--- src/rtl/demux_1t8_buf.sv ---
// rtl/demux_1t8_buf.sv - buffered 1-to-8 demultiplexer with per-channel one-entry holding registers
module demux_1t8_buf #(
    parameter int W     = 32,
    parameter int CNT_W = 16
) (
    input  logic             clk,
    input  logic             rst,
    input  logic [2:0]       s,
    input  logic [W-1:0]     i,
    input  logic             i_valid,
    output logic             i_ready,
    output logic [W-1:0]     o0,
    output logic [W-1:0]     o1,
    output logic [W-1:0]     o2,
    output logic [W-1:0]     o3,
    output logic [W-1:0]     o4,
    output logic [W-1:0]     o5,
    output logic [W-1:0]     o6,
    output logic [W-1:0]     o7,
    output logic [7:0]       o_valid,
    input  logic [7:0]       o_ready,
    output logic [CNT_W-1:0] xfer_cnt
);

    logic [7:0]       full_q, full_d;
    logic [W-1:0]     data_q [8];
    logic [W-1:0]     data_d [8];
    logic [CNT_W-1:0] cnt_q, cnt_d;
    logic [7:0]       pop;
    logic             acc;

    // A full channel can still take a word when its consumer drains it in the same cycle.
    assign i_ready = ~full_q[s] | o_ready[s];
    assign acc     = i_valid & i_ready;
    assign pop     = full_q & o_ready;

    always_comb begin
        full_d = full_q;
        data_d = data_q;
        cnt_d  = cnt_q;
        for (int k = 0; k < 8; k++) begin
            if (acc && (s == 3'(k))) begin
                full_d[k] = 1'b1;
                data_d[k] = i;
            end else if (pop[k]) begin
                full_d[k] = 1'b0;
            end
        end
        if (acc) begin
            cnt_d = cnt_q + 1'b1;
        end
    end

    always_ff @(posedge clk or posedge rst) begin
        if (rst) begin
            full_q <= '0;
            cnt_q  <= '0;
            for (int k = 0; k < 8; k++) begin
                data_q[k] <= '0;
            end
        end else begin
            full_q <= full_d;
            cnt_q  <= cnt_d;
            for (int k = 0; k < 8; k++) begin
                data_q[k] <= data_d[k];
            end
        end
    end

    assign o_valid  = full_q;
    assign xfer_cnt = cnt_q;
    assign o0 = data_q[0];
    assign o1 = data_q[1];
    assign o2 = data_q[2];
    assign o3 = data_q[3];
    assign o4 = data_q[4];
    assign o5 = data_q[5];
    assign o6 = data_q[6];
    assign o7 = data_q[7];

endmodule

--- config.mk ---
export PLATFORM = sky130hd
export DESIGN_NAME = demux_1t8_buf
export DESIGN_NICKNAME = d
export VERILOG_FILES = /design/src/rtl/demux_1t8_buf.sv
export SDC_FILE = /design/constraint.sdc
export NUM_CORES = 1
export LEC_CHECK = 0
export BUFFER_PORTS_ARGS = -buffer_cell sky130_fd_sc_hd__buf_4
export CAP_MARGIN = 0
export CORE_MARGIN = 10
export CORE_UTILIZATION = 52
export CTS_BUF_LIST = sky130_fd_sc_hd__clkbuf_4 sky130_fd_sc_hd__clkbuf_8 sky130_fd_sc_hd__clkbuf_16
export CTS_CLUSTER_SIZE = 14
export DETAILED_ROUTE_END_ITERATION = 8
export HOLD_SLACK_MARGIN = 0.12
export PLACE_DENSITY = 0.8
export SYNTH_ARGS = -nofsm -noshare
export SYNTH_HDL_FRONTEND = slang
export SYNTH_SLANG_ARGS = --single-unit
export TNS_END_PERCENT = 50
--- constraint.sdc ---
create_clock -name clk -period 12 [get_ports clk]
set_input_delay 1.2 -clock clk [delete_from_list [all_inputs] [get_ports clk]]
set_output_delay 1.2 -clock clk [all_outputs]
set_load 0.005 [all_outputs]
==> impl_results.md, run 1 <==
- Total Wirelength: approximately 30000 um
- Primary FF master, synth: dfrtp_1
- Hold Buf Count CTS: 0
- Longest Clk Path Bufs: 3
- CP required: ~11000 ps
- Count of cell types in the netlist: 34
- Cell Area, Synth: roughly 11000 um^2
- Largest area contributor in the netlist: dfrtp_1
- Worst EP arrival: 2880 ps
- CP Capture Type: output pin
- Total GRT Usage: between 20% and 30%
- Final-report setup violation count: 0
- Die Span X: approximately 170 um
- Post-route ant nets: 0
- Hold Path End: xfer_cnt[15]$_DFFE_PP0P_
- Nets: slightly above 1000
- # diodes: 0
- Status: finished clean
- Most common cell after layout, fill and taps aside: buf_4
- DR vias: around 6800
- MaxCap Viol Count: 0
- Fin cells: roughly 1300
- Initial Util: approximately 53%
- Routed wl met2: 14700 um
- Tightest Hold Check Type: register to register
- Clock root cell: clkbuf_16
- Antenna violations before repair: 0
- First-pass GRT wire length: around 46000 um
- Slew Limit Fails: 0
- Reg-to-reg endpoint: o0[7]$_DFFE_PP0P_
- Layout Skew: 17.4 ps
- Clock latency on the worst-skew pair: roughly 540 ps
- Detailed-route DRC error count: 0
- Gr ovfl total: 0
- Final setup TNS: 0 ps
- # rows: 53
- Height of the chip: between 150 and 200 um
- Reg-to-Reg Start: o_valid[7]$_DFFE_PP0P_
- RD Place Congestion: a little under 0.8
- Static leakage: 7.34 nW
- Met3 WL: 2680 um
- Pwr dens: about 210 nW/um^2
- Post-CTS sizing: 0
- Synth top area cells: dfrtp_1 63%, mux2_2 16%, mux2_4 10%
- Synth top area share: a little over three fifths
- Sequential fraction of the synthesis area: 63.0%
- FF-to-FF setup slack: 8880 ps
- Post-DP HPWL: slightly above 20000 um
- Inst Count DP: 1228
- I/O pin count: roughly 330
- Crit path time final: approximately 4100 ps
- Pin count of the biggest net entering global routing: approximately 140
- Ys Warns: 0
- Clock tree from TritonCTS: done
- Worst r2r path cells: 6
- Cells after Synth: roughly 660
- Die Area: 27600 um^2
- Critical path type: input pin to output pin
- Layout cells sized above 1: between 60% and 70%
- Core area: 21000 um^2
- Htree depth: 1
- Fraction of registers with async set/reset: between 90% and 100%
- First DRT Iteration DRCs: between 400 and 500
- Crit path launch type: input pin
- Reg clk slew, reported paths: around 60 ps
- Syn Nets: between 700 and 800
- Hold Startpoint: xfer_cnt[15]$_DFFE_PP0P_
- Drt wl/cell: 23.4 um
- Synth Register Bits: 280
- Post-synth EDFFs: 0
- VDD IR max: approximately 0.12 mV
- CTS Sinks: 280
- Area growth, synth to finish: 32.1%
- Syn Area/Cell: ~17 um^2
- Setup Buffers After CTS: 0
- IO buf count: between 300 and 400
- TritonCTS Buffers: 29
- Vias in the first global route: 7352
- Critical Path Fanout Max: 13
- Max Used Layer: met4
- Max Clock Freq: around 240 MHz
- Period utilization: 34.0%
- Hold Path Cell Cnt: 1
- Crit path from: s[0]
- DRT Pass-1 Iters: 4
- Least-Margin Pin Slew: between 1000 and 1500 ps
- Rel. slew slack: about a quarter
- Most frequent cells in the layout: 328 x buf_4, 280 x dfrtp_1, 160 x mux2_2
- M1 WL: 12000 um
- Unrepaired setup endpoints after global routing: no
- Via density per instance: 5.29
- Final Hold Fails: 0
stage by stage:
step | util, % | hold slack, ps | cell area, um^2 | total power [mW] | worst slack (ps)
detailed placement | 64.9 | 481 | 13600 | 2.15 | 7900
floorplan | - | 465 | 11100 | 1.63 | 3080
CTS | 69.9 | 490 | 14700 | 3.13 | 7950
finish | 69.9 | 486 | 14700 | 3.09 | 7920
global placement | 64.9 | 475 | 13600 | 2.12 | 7950
global route | 69.9 | 506 | 14700 | 3.24 | 7810
per-layer routing:
layer / track usage [%] / vias up
met2: 34.7 / 262
met1: 25.4 / 3498
met5: 0 / -
met4: 5.80 / 0
met3: 7.60 / 43
li1: - / 2977
report_power, final:
part / internal (mW) / leakage, nW / total [mW] / switching [mW]
sequential: 1.18 / 3.40 / 1.33 / 0.149
combinational: 0.507 / 3.41 / 0.798 / 0.290
clock: 0.598 / 0.520 / 0.962 / 0.364
worst max-delay path: stages:
cell and delay, ps:
buf_4 130, nor2b_1 320, a22oi_1 140, o22ai_2 530, inv_2 320, buf_4 230
how the worst max path moves through the flow:
stage,end,slack (ps),cells past startpoint
final,i_ready,7920,6
after global routing,i_ready,7810,6
after CTS,i_ready,7950,5
after detailed placement,o0[14]$_DFFE_PP0P_,7900,7
after global placement,o0[21]$_DFFE_PP0P_,7950,7
after floorplan,o0[0]$_DFFE_PP0P_,3080,1
registers in the layout, summed over array words and instances, names as in the netlist:
name      cells
o2           32
o3           32
o_valid       8
o0           32
o4           32
o6           32
xfer_cnt     16
o7           32
o1           32
o5           32
logic make-up (layout without fill, tap and decap cells):
group,Yosys count,count (layout),synth area share (%)
DFF,280,280,63.0
muxes,263,263,29.4
and+or+nand+nor,44,44,2.74
buffers and inverters,41,393,3.01
xor gates and xnor gates,15,15,1.18
AOI/OAI and AO/OA,11,11,0.607
adders and majority gates,1,1,0.112
cell usage after synthesis (2+ instances only):
cell and n:
mux2_1 20, nor4_1 2, dfrtp_1 280, buf_8 6, xor2_1 11, nand3_2 3, mux4_2 2, and2_1 2
buf_4 7, mux2_4 77, mux2_2 160, nor3_1 7, a22oi_1 2, clkbuf_1 2, nand4_1 4, nor2b_1 2
xnor2_1 4, buf_1 2, nand3_4 5, o21ai_0 8, nand3_1 8, mux2i_1 4, buf_6 9, buf_2 3
inv_1 10, nor2_1 3, nand2_1 5
layout make-up:
| cell class | instances | area (um^2) |
|---|---|---|
| clock buffer | 38 | 837 |
| clock inverter | 16 | 216 |
| fill | 1443 | 6320 |
| inverter | 11 | 48.8 |
| multi-input combinational | 334 | 3780 |
| sequential | 280 | 7010 |
| tap | 275 | 344 |
| timing repair buffer | 328 | 2460 |
(Power assumes the default switching activity.)
==> run 2: changes to the inputs <==
--- a/config.mk
+++ b/config.mk
@@ -8,12 +8,12 @@
 export BUFFER_PORTS_ARGS = -buffer_cell sky130_fd_sc_hd__buf_4
 export CAP_MARGIN = 0
 export CORE_MARGIN = 10
-export CORE_UTILIZATION = 52
+export CORE_UTILIZATION = 47
 export CTS_BUF_LIST = sky130_fd_sc_hd__clkbuf_4 sky130_fd_sc_hd__clkbuf_8 sky130_fd_sc_hd__clkbuf_16
 export CTS_CLUSTER_SIZE = 14
 export DETAILED_ROUTE_END_ITERATION = 8
 export HOLD_SLACK_MARGIN = 0.12
-export PLACE_DENSITY = 0.8
+export PLACE_DENSITY = 0.77
 export SYNTH_ARGS = -nofsm -noshare
 export SYNTH_HDL_FRONTEND = slang
 export SYNTH_SLANG_ARGS = --single-unit
==> constraint.sdc (replaced) <==
create_clock -name clk -period 3.7 [get_ports clk]
set_input_delay 0.37 -clock clk [delete_from_list [all_inputs] [get_ports clk]]
set_output_delay 0.37 -clock clk [all_outputs]
set_load 0.005 [all_outputs]
==> impl_results.md, run 2 (synthesis gave the netlist of run 1 again) <==
- Post-route ant nets: 0 (unchanged)
- Pin count of the biggest net entering global routing: 132 (was 137)
- Period utilization: ~77%
- Slew Limit Fails: 0 (unchanged)
- Area growth, synth to finish: 35.5% (was 32.1%)
- Critical path type: register to register (was input pin to output pin)
- Internal: 7.35 mW (was 2.29 mW)
- Buf/Inv on CP: 2 (was 3)
- Reg-to-reg endpoint: o1[31]$_DFFE_PP0P_ (was o0[7]$_DFFE_PP0P_)
- Clock root cell: clkbuf_16 (unchanged)
- Most common cell after layout, fill and taps aside: buf_4 (unchanged)
- Critical Path, Cell by Cell: inv_1 -> mux4_2 -> o22ai_2 -> inv_2 -> nand3_4 -> mux2_2 (was buf_4 -> nor2b_1 -> a22oi_1 -> o22ai_2 -> inv_2 -> buf_4)
- Max Clock Freq: 350 MHz
- Reg clk slew, reported paths: 60 ps (about the same)
- Least-Margin Pin Slew: 803 ps (was 1120 ps)
- Sequential power share: 43.4% (was 43.1%)
- Tightest Hold Check Type: input pin to register (was register to register)
- Htree depth: 1 (unchanged)
- Drt wl/cell: 22.7 um (was 23.4 um)
- First-pass GRT wire length: 47500 um (was 46500 um)
- Core area: 23400 um^2 (was 21000 um^2)
- Delay of the slowest cell on the worst path: 670 ps (was 530 ps)
- P_sw: 2.62 mW (was 803 uW)
- Total GRT Usage: 19.7% (was 21.0%)
- Initial Util: 47.5% (was 52.9%)
- CP required: 4120 ps (was 10800 ps)
- Height of the chip: 174 um (was 166 um)
- I/O pin count: 327 (unchanged)
- Post-CTS sizing: 0 (unchanged)
- Combinational group share of total power: 26.3% (was 25.8%)
- IO buf count: 326 (unchanged)
- Die Area: 30200 um^2 (was 27600 um^2)
- Antenna violations before repair: 1 (was 0)
- Largest delay share family, worst path: multiplexers (was buffers and inverters)
- Longest Clk Path Bufs: 3 (unchanged)
- Nets: 1064 (was 1031)
- Layout Skew: 10.3 ps (was 17.4 ps)
- Static leakage: 7.48 nW (was 7.34 nW)
- CP Capture Type: register (was output pin)
- Worst hold slack: 136 ps (was 486 ps)
- VDD IR max: 0.450 mV (was 0.120 mV)
- Clock tree from TritonCTS: done (unchanged)
- Clock latency on the worst-skew pair: 540 ps (about the same)
- Cell with the largest stage delay on the worst path: nand3_4 (was o22ai_2)
- Fillers: 1772 (was 1443)
- Hold Path Cell Cnt: 2 (was 1)
- Hold Startpoint: i[28] (was xfer_cnt[15]$_DFFE_PP0P_)
- Status: finished clean (unchanged)
- Rel. slew slack: 46.4% (was 25.6%)
- Hold Path End: o5[28]$_DFFE_PP0P_ (was xfer_cnt[15]$_DFFE_PP0P_)
- Sw frac: 26.3% (was 26.0%)
- Die Span X: 174 um (was 166 um)
- Layout cells sized above 1: 61.3% (was 62.9%)
- Critical Path Fanout Max: 33 (was 13)
- Post-DP HPWL: 21200 um (was 20600 um)
- RD Place Congestion: 0.794 (was 0.795)
- Via density per instance: 5.09 (was 5.29)
- Reg-to-Reg Start: o_valid[6]$_DFFE_PP0P_ (was o_valid[7]$_DFFE_PP0P_)
- MaxCap Viol Count: 0 (unchanged)
- Setup Buffers After CTS: 0 (unchanged)
- First DRT Iteration DRCs: 426 (was 401)
- Gr ovfl total: 0 (unchanged)
- Worst r2r path cells: 6 (unchanged)
- Vias in the first global route: 7631 (was 7352)
- Total Wirelength: 30800 um (was 30100 um)
- Total Power: 9.97 mW (was 3.09 mW)
- # rows: 56 (was 53)
- Hold Buf Count CTS: 28 (was 0)
- Clk network pwr share: 30.4% (was 31.1%)
- FF-to-FF setup slack: 840 ps (was 8880 ps)
- DR vias: 6912 (was 6780)
- Levels on crit path: 6 (unchanged)
- Most frequent cells in the layout: 328 x buf_4, 280 x dfrtp_1, 160 x mux2_2 (unchanged)
- TritonCTS Buffers: 30 (was 29)
- Final Hold Fails: 0 (unchanged)
- Crit path time final: 2860 ps
- Crit path launch type: register (was input pin)
- Pwr dens: 661 nW/um^2 (was 210 nW/um^2)
- Detailed-route DRC error count: 0 (unchanged)
- Worst EP arrival: 3280 ps (was 2880 ps)
- Unrepaired setup endpoints after global routing: no (unchanged)
- DRT Pass-1 Iters: 4 (unchanged)
- Final-report setup violation count: 0 (unchanged)
- CTS Sinks: 280 (unchanged)
-- run 2: cell count changes in the layout (fill, tap and decap cells not counted) --
cell           change
buf_12             +4
clkbuf_16          +2
bufinv_16          -3
diode_2            +1
inv_6              -1
clkinvlp_4         -2
dlygate4sd3_1     +28
clkbuf_4           +3
-- run 2: worst max-delay path by stage --
stage / startpoint / endpoint / slack, ps
after floorplan: rst / o0[0]$_DFFE_PP0P_ / -380
after global placement: s[0] / o1[31]$_DFFE_PP0P_ / 760
after detailed placement: s[0] / o1[31]$_DFFE_PP0P_ / 680
after global routing: o_valid[7]$_DFFE_PP0P_ / o1[31]$_DFFE_PP0P_ / 650
final: o_valid[6]$_DFFE_PP0P_ / o1[31]$_DFFE_PP0P_ / 840
after CTS: o_valid[6]$_DFFE_PP0P_ / o1[31]$_DFFE_PP0P_ / 810
-- run 2: worst reg2reg max path: cells and delay by family (launching register included) --
| family | cells | cell delay (ps) |
|---|---|---|
| simple gates | 1 | 670 |
| compound gates | 1 | 430 |
| mux | 2 | 910 |
| flops | 1 | 370 |
| buf+inv | 2 | 350 |
-- run 2: layout make-up --
type                    count  area (um^2)  share of cell area [%]
well taps                 319          399                    2.65
repair buffers            360         2820                    18.7
flip-flops and latches    280         7010                    46.5
clock inverters            10          106                   0.705
clock buffers              43          910                    6.03
inverters                  11         45.0                   0.299
multi-input cells         334         3780                    25.1
diodes                      1         2.50                  0.0166
-- run 2: stage by stage --
step / setup TNS (ps) / area (um^2) / setup slack (ps) / std cells / utilization, %
2_1_floorplan: -105650 / 11100 / -377 / 655 / -
3_3_place_gp: 0 / 13800 / 762 / 1276 / 58.9
3_5_place_dp: 0 / 13800 / 677 / 1276 / 58.9
4_1_cts: 0 / 15100 / 805 / 1357 / 64.4
5_1_grt: 0 / 15100 / 650 / 1358 / 64.4
6_report: 0 / 15100 / 841 / 1358 / 64.4
-- run 2: power by group through the flow --
stage	logic, mW	clock network, mW	registers (mW)
2_1_floorplan	0.948	0	4.35
3_3_place_gp	2.58	0	4.33
3_5_place_dp	2.64	0	4.36
4_1_cts	2.67	3.08	4.32
5_1_grt	2.81	3.20	4.42
6_report	2.62	3.03	4.32
-- run 2: metal layers --
layer	part of all wire (%)	vias to the layer above	track usage, %	wire [um]
li1	-	3049	-	-
met4	3.1	0	6.16	967
met1	40	3557	23.5	12400
met3	9.0	53	7.54	2780
met5	0	-	0	0
met2	48	253	32.4	14700
==> run 3: changes to the inputs <==
--- a/config.mk
+++ b/config.mk
@@ -8,12 +8,12 @@
 export BUFFER_PORTS_ARGS = -buffer_cell sky130_fd_sc_hd__buf_4
 export CAP_MARGIN = 0
 export CORE_MARGIN = 10
-export CORE_UTILIZATION = 47
+export CORE_UTILIZATION = 52
 export CTS_BUF_LIST = sky130_fd_sc_hd__clkbuf_4 sky130_fd_sc_hd__clkbuf_8 sky130_fd_sc_hd__clkbuf_16
 export CTS_CLUSTER_SIZE = 14
 export DETAILED_ROUTE_END_ITERATION = 8
 export HOLD_SLACK_MARGIN = 0.12
-export PLACE_DENSITY = 0.77
+export PLACE_DENSITY = 0.8
 export SYNTH_ARGS = -nofsm -noshare
 export SYNTH_HDL_FRONTEND = slang
 export SYNTH_SLANG_ARGS = --single-unit
==> constraint.sdc (replaced) <==
create_clock -name clk -period 2.7 [get_ports clk]
set_input_delay 0.27 -clock clk [delete_from_list [all_inputs] [get_ports clk]]
set_output_delay 0.27 -clock clk [all_outputs]
set_load 0.005 [all_outputs]
==> impl_results.md, run 3 (synthesis gave the netlist of run 1 again) <==
- Status: finished clean (unchanged)
- IO buf count: 326 (unchanged)
- Total Power: 14.0 mW (was 9.97 mW)
- I/O pin count: 327 (unchanged)
- Most common cell after layout, fill and taps aside: buf_4 (unchanged)
- Layout Skew: 9.30 ps (was 10.3 ps)
- Cell area after layout: 15500 um^2 (was 15100 um^2)
- Pre-CTS WS: 275 ps (was 677 ps)
- Fin cells: 1352 (was 1358)
- Layout cells sized above 1: 61.4% (was 61.3%)
- Crit path time final: 2360 ps (was 2860 ps)
- Placed Area: 14000 um^2 (was 13800 um^2)
- VDD IR max: 0.633 mV (was 0.450 mV)
- Post-route ant nets: 0 (unchanged)
- Tightest Hold Check Type: input pin to register (unchanged)
- Unrepaired setup endpoints after global routing: no (unchanged)
- Vias in the first global route: 7891 (was 7631)
- Die Area: 27600 um^2 (was 30200 um^2)
- Period utilization: 87.5% (was 77.3%)
- Area of the multi-input gates: 3780 um^2 (unchanged)
- DR vias: 7145 (was 6912)
- Worst hold slack: 433 ps (was 136 ps)
- Fillers: 1317 (was 1772)
- TritonCTS Buffers: 30 (unchanged)
- Drt wl/cell: 24.1 um (was 22.7 um)
- Die Span X: 166 um (was 174 um)
- Clock latency on the worst-skew pair: 550 ps (was 540 ps)
- Max Clock Freq: 423 MHz (was 350 MHz)
- Hold Buf Count CTS: 42 (was 28)
- Detailed-route DRC error count: 0 (unchanged)
- MaxCap Viol Count: 0 (unchanged)
- Final setup TNS: 0 ps (unchanged)
- Htree depth: 1 (unchanged)
- Reg clk slew, reported paths: 60 ps (about the same)
- Critical path type: register to register (unchanged)
- Pwr dens: 907 nW/um^2 (was 661 nW/um^2)
- # diodes: 0 (was 1)
- Height of the chip: 166 um (was 174 um)
- Static leakage: 7.67 nW (was 7.48 nW)
- Antenna violations before repair: 0 (was 1)
- Core area: 21000 um^2 (was 23400 um^2)
- Area growth, synth to finish: 39.0% (was 35.5%)
- Least-Margin Pin Slew: 715 ps (was 803 ps)
- Longest Clk Path Bufs: 3 (unchanged)
- Worst EP arrival: 2780 ps (was 3280 ps)
- CP required: 3120 ps (was 4120 ps)
- Rel. slew slack: 52.2% (was 46.4%)
- Clock tree from TritonCTS: done (unchanged)
- RD Place Congestion: 0.817 (was 0.794)
- Crit path launch type: register (unchanged)
- Post-Route Utilization: 73.5% (was 64.4%)
- Critical Path Fanout Max: 22 (was 33)
- Most frequent cells in the layout: 345 x buf_4, 280 x dfrtp_1, 160 x mux2_2 (was 328 x buf_4, 280 x dfrtp_1, 160 x mux2_2)
- Pin count of the biggest net entering global routing: 80 (was 132)
- Via density per instance: 5.28 (was 5.09)
- Setup Buffers After CTS: 0 (unchanged)
- Total Wirelength: 32600 um (was 30800 um)
- Initial Util: 52.9% (was 47.5%)
- Setup WS post-layout: 337 ps (was 841 ps)
- Slew Limit Fails: 0 (unchanged)
- Gr ovfl total: 0 (unchanged)
- Nets: 1100 (was 1064)
- First DRT Iteration DRCs: 416 (was 426)
- CTS Sinks: 280 (unchanged)
- Clock root cell: clkbuf_16 (unchanged)
- Post-DP HPWL: 22800 um (was 21200 um)
- Total GRT Usage: 22.8% (was 19.7%)
- First-pass GRT wire length: 50200 um (was 47500 um)
- CP Capture Type: register (unchanged)
- Final-report setup violation count: 0 (unchanged)
- Post-CTS sizing: 0 (unchanged)
- Storage element area: 7010 um^2 (unchanged)
- Final Hold Fails: 0 (unchanged)
- Inst Count DP: 1254 (was 1276)
- DRT Pass-1 Iters: 4 (unchanged)
- # rows: 53 (was 56)
==> run 3: changes by cell type in the layout (fill, tap and decap cells not counted) <==
cell / previous run / this run
buf_4: 328 / 345
dlygate4sd3_1: 28 / 42
clkinvlp_4: 1 / 8
buf_12: 4 / 9
clkbuf_4: 5 / 0
bufinv_16: 2 / 5
clkbuf_8: 7 / 4
clkinv_2: 7 / 8
clkinv_8: 0 / 1
diode_2: 1 / 0
inv_8: 1 / 0
==> run 3: critical path: stages, from the launching register on <==
cell	delay [ps]
dfrtp_1	360
inv_1	60
mux4_2	470
o22ai_2	190
inv_2	200
nand3_4	280
buf_12	280
mux2_1	370
==> run 3: worst paths after layout <==
kind	from	end	slack, ps	cells after the start
max	o_valid[7]$_DFFE_PP0P_	o2[19]$_DFFE_PP0P_	340	7
min	s[2]	o2[27]$_DFFE_PP0P_	430	5
max reg2reg	o_valid[7]$_DFFE_PP0P_	o2[19]$_DFFE_PP0P_	340	7
min reg2reg	xfer_cnt[15]$_DFFE_PP0P_	xfer_cnt[15]$_DFFE_PP0P_	470	1
max in group asynchronous	rst	o7[27]$_DFFE_PP0P_	1420	4
min in group asynchronous	rst	o6[12]$_DFFE_PP0P_	440	3
==> run 3: where the power goes <==
| part | switching (mW) | leakage [nW] | internal [mW] |
|---|---|---|---|
| registers | 0.709 | 3.40 | 5.26 |
| logic | 1.31 | 3.75 | 2.32 |
| clock network | 1.73 | 0.521 | 2.69 |
| total | 3.75 | 7.67 | 10.3 |
==> run 3: layout make-up <==
class                           instances  area share, %
Clock inverter                         21           1.68
Inverter                               11          0.291
Clock buffer                           35           5.37
Sequential cell                       280           45.3
Multi-Input combinational cell        334           24.5
Timing Repair Buffer                  396           20.6
Tap cell                              275           2.23
==> run 3: metal layers <==
layer | GRT usage [%] | wire, um | part of all wire (%) | up-vias
li1 | - | - | - | 3110
met4 | 6.87 | 823 | 2.5 | 0
met2 | 38.8 | 16500 | 51 | 260
met5 | 0 | 0 | 0 | -
met3 | 7.38 | 2580 | 7.9 | 53
met1 | 27.0 | 12600 | 39 | 3722
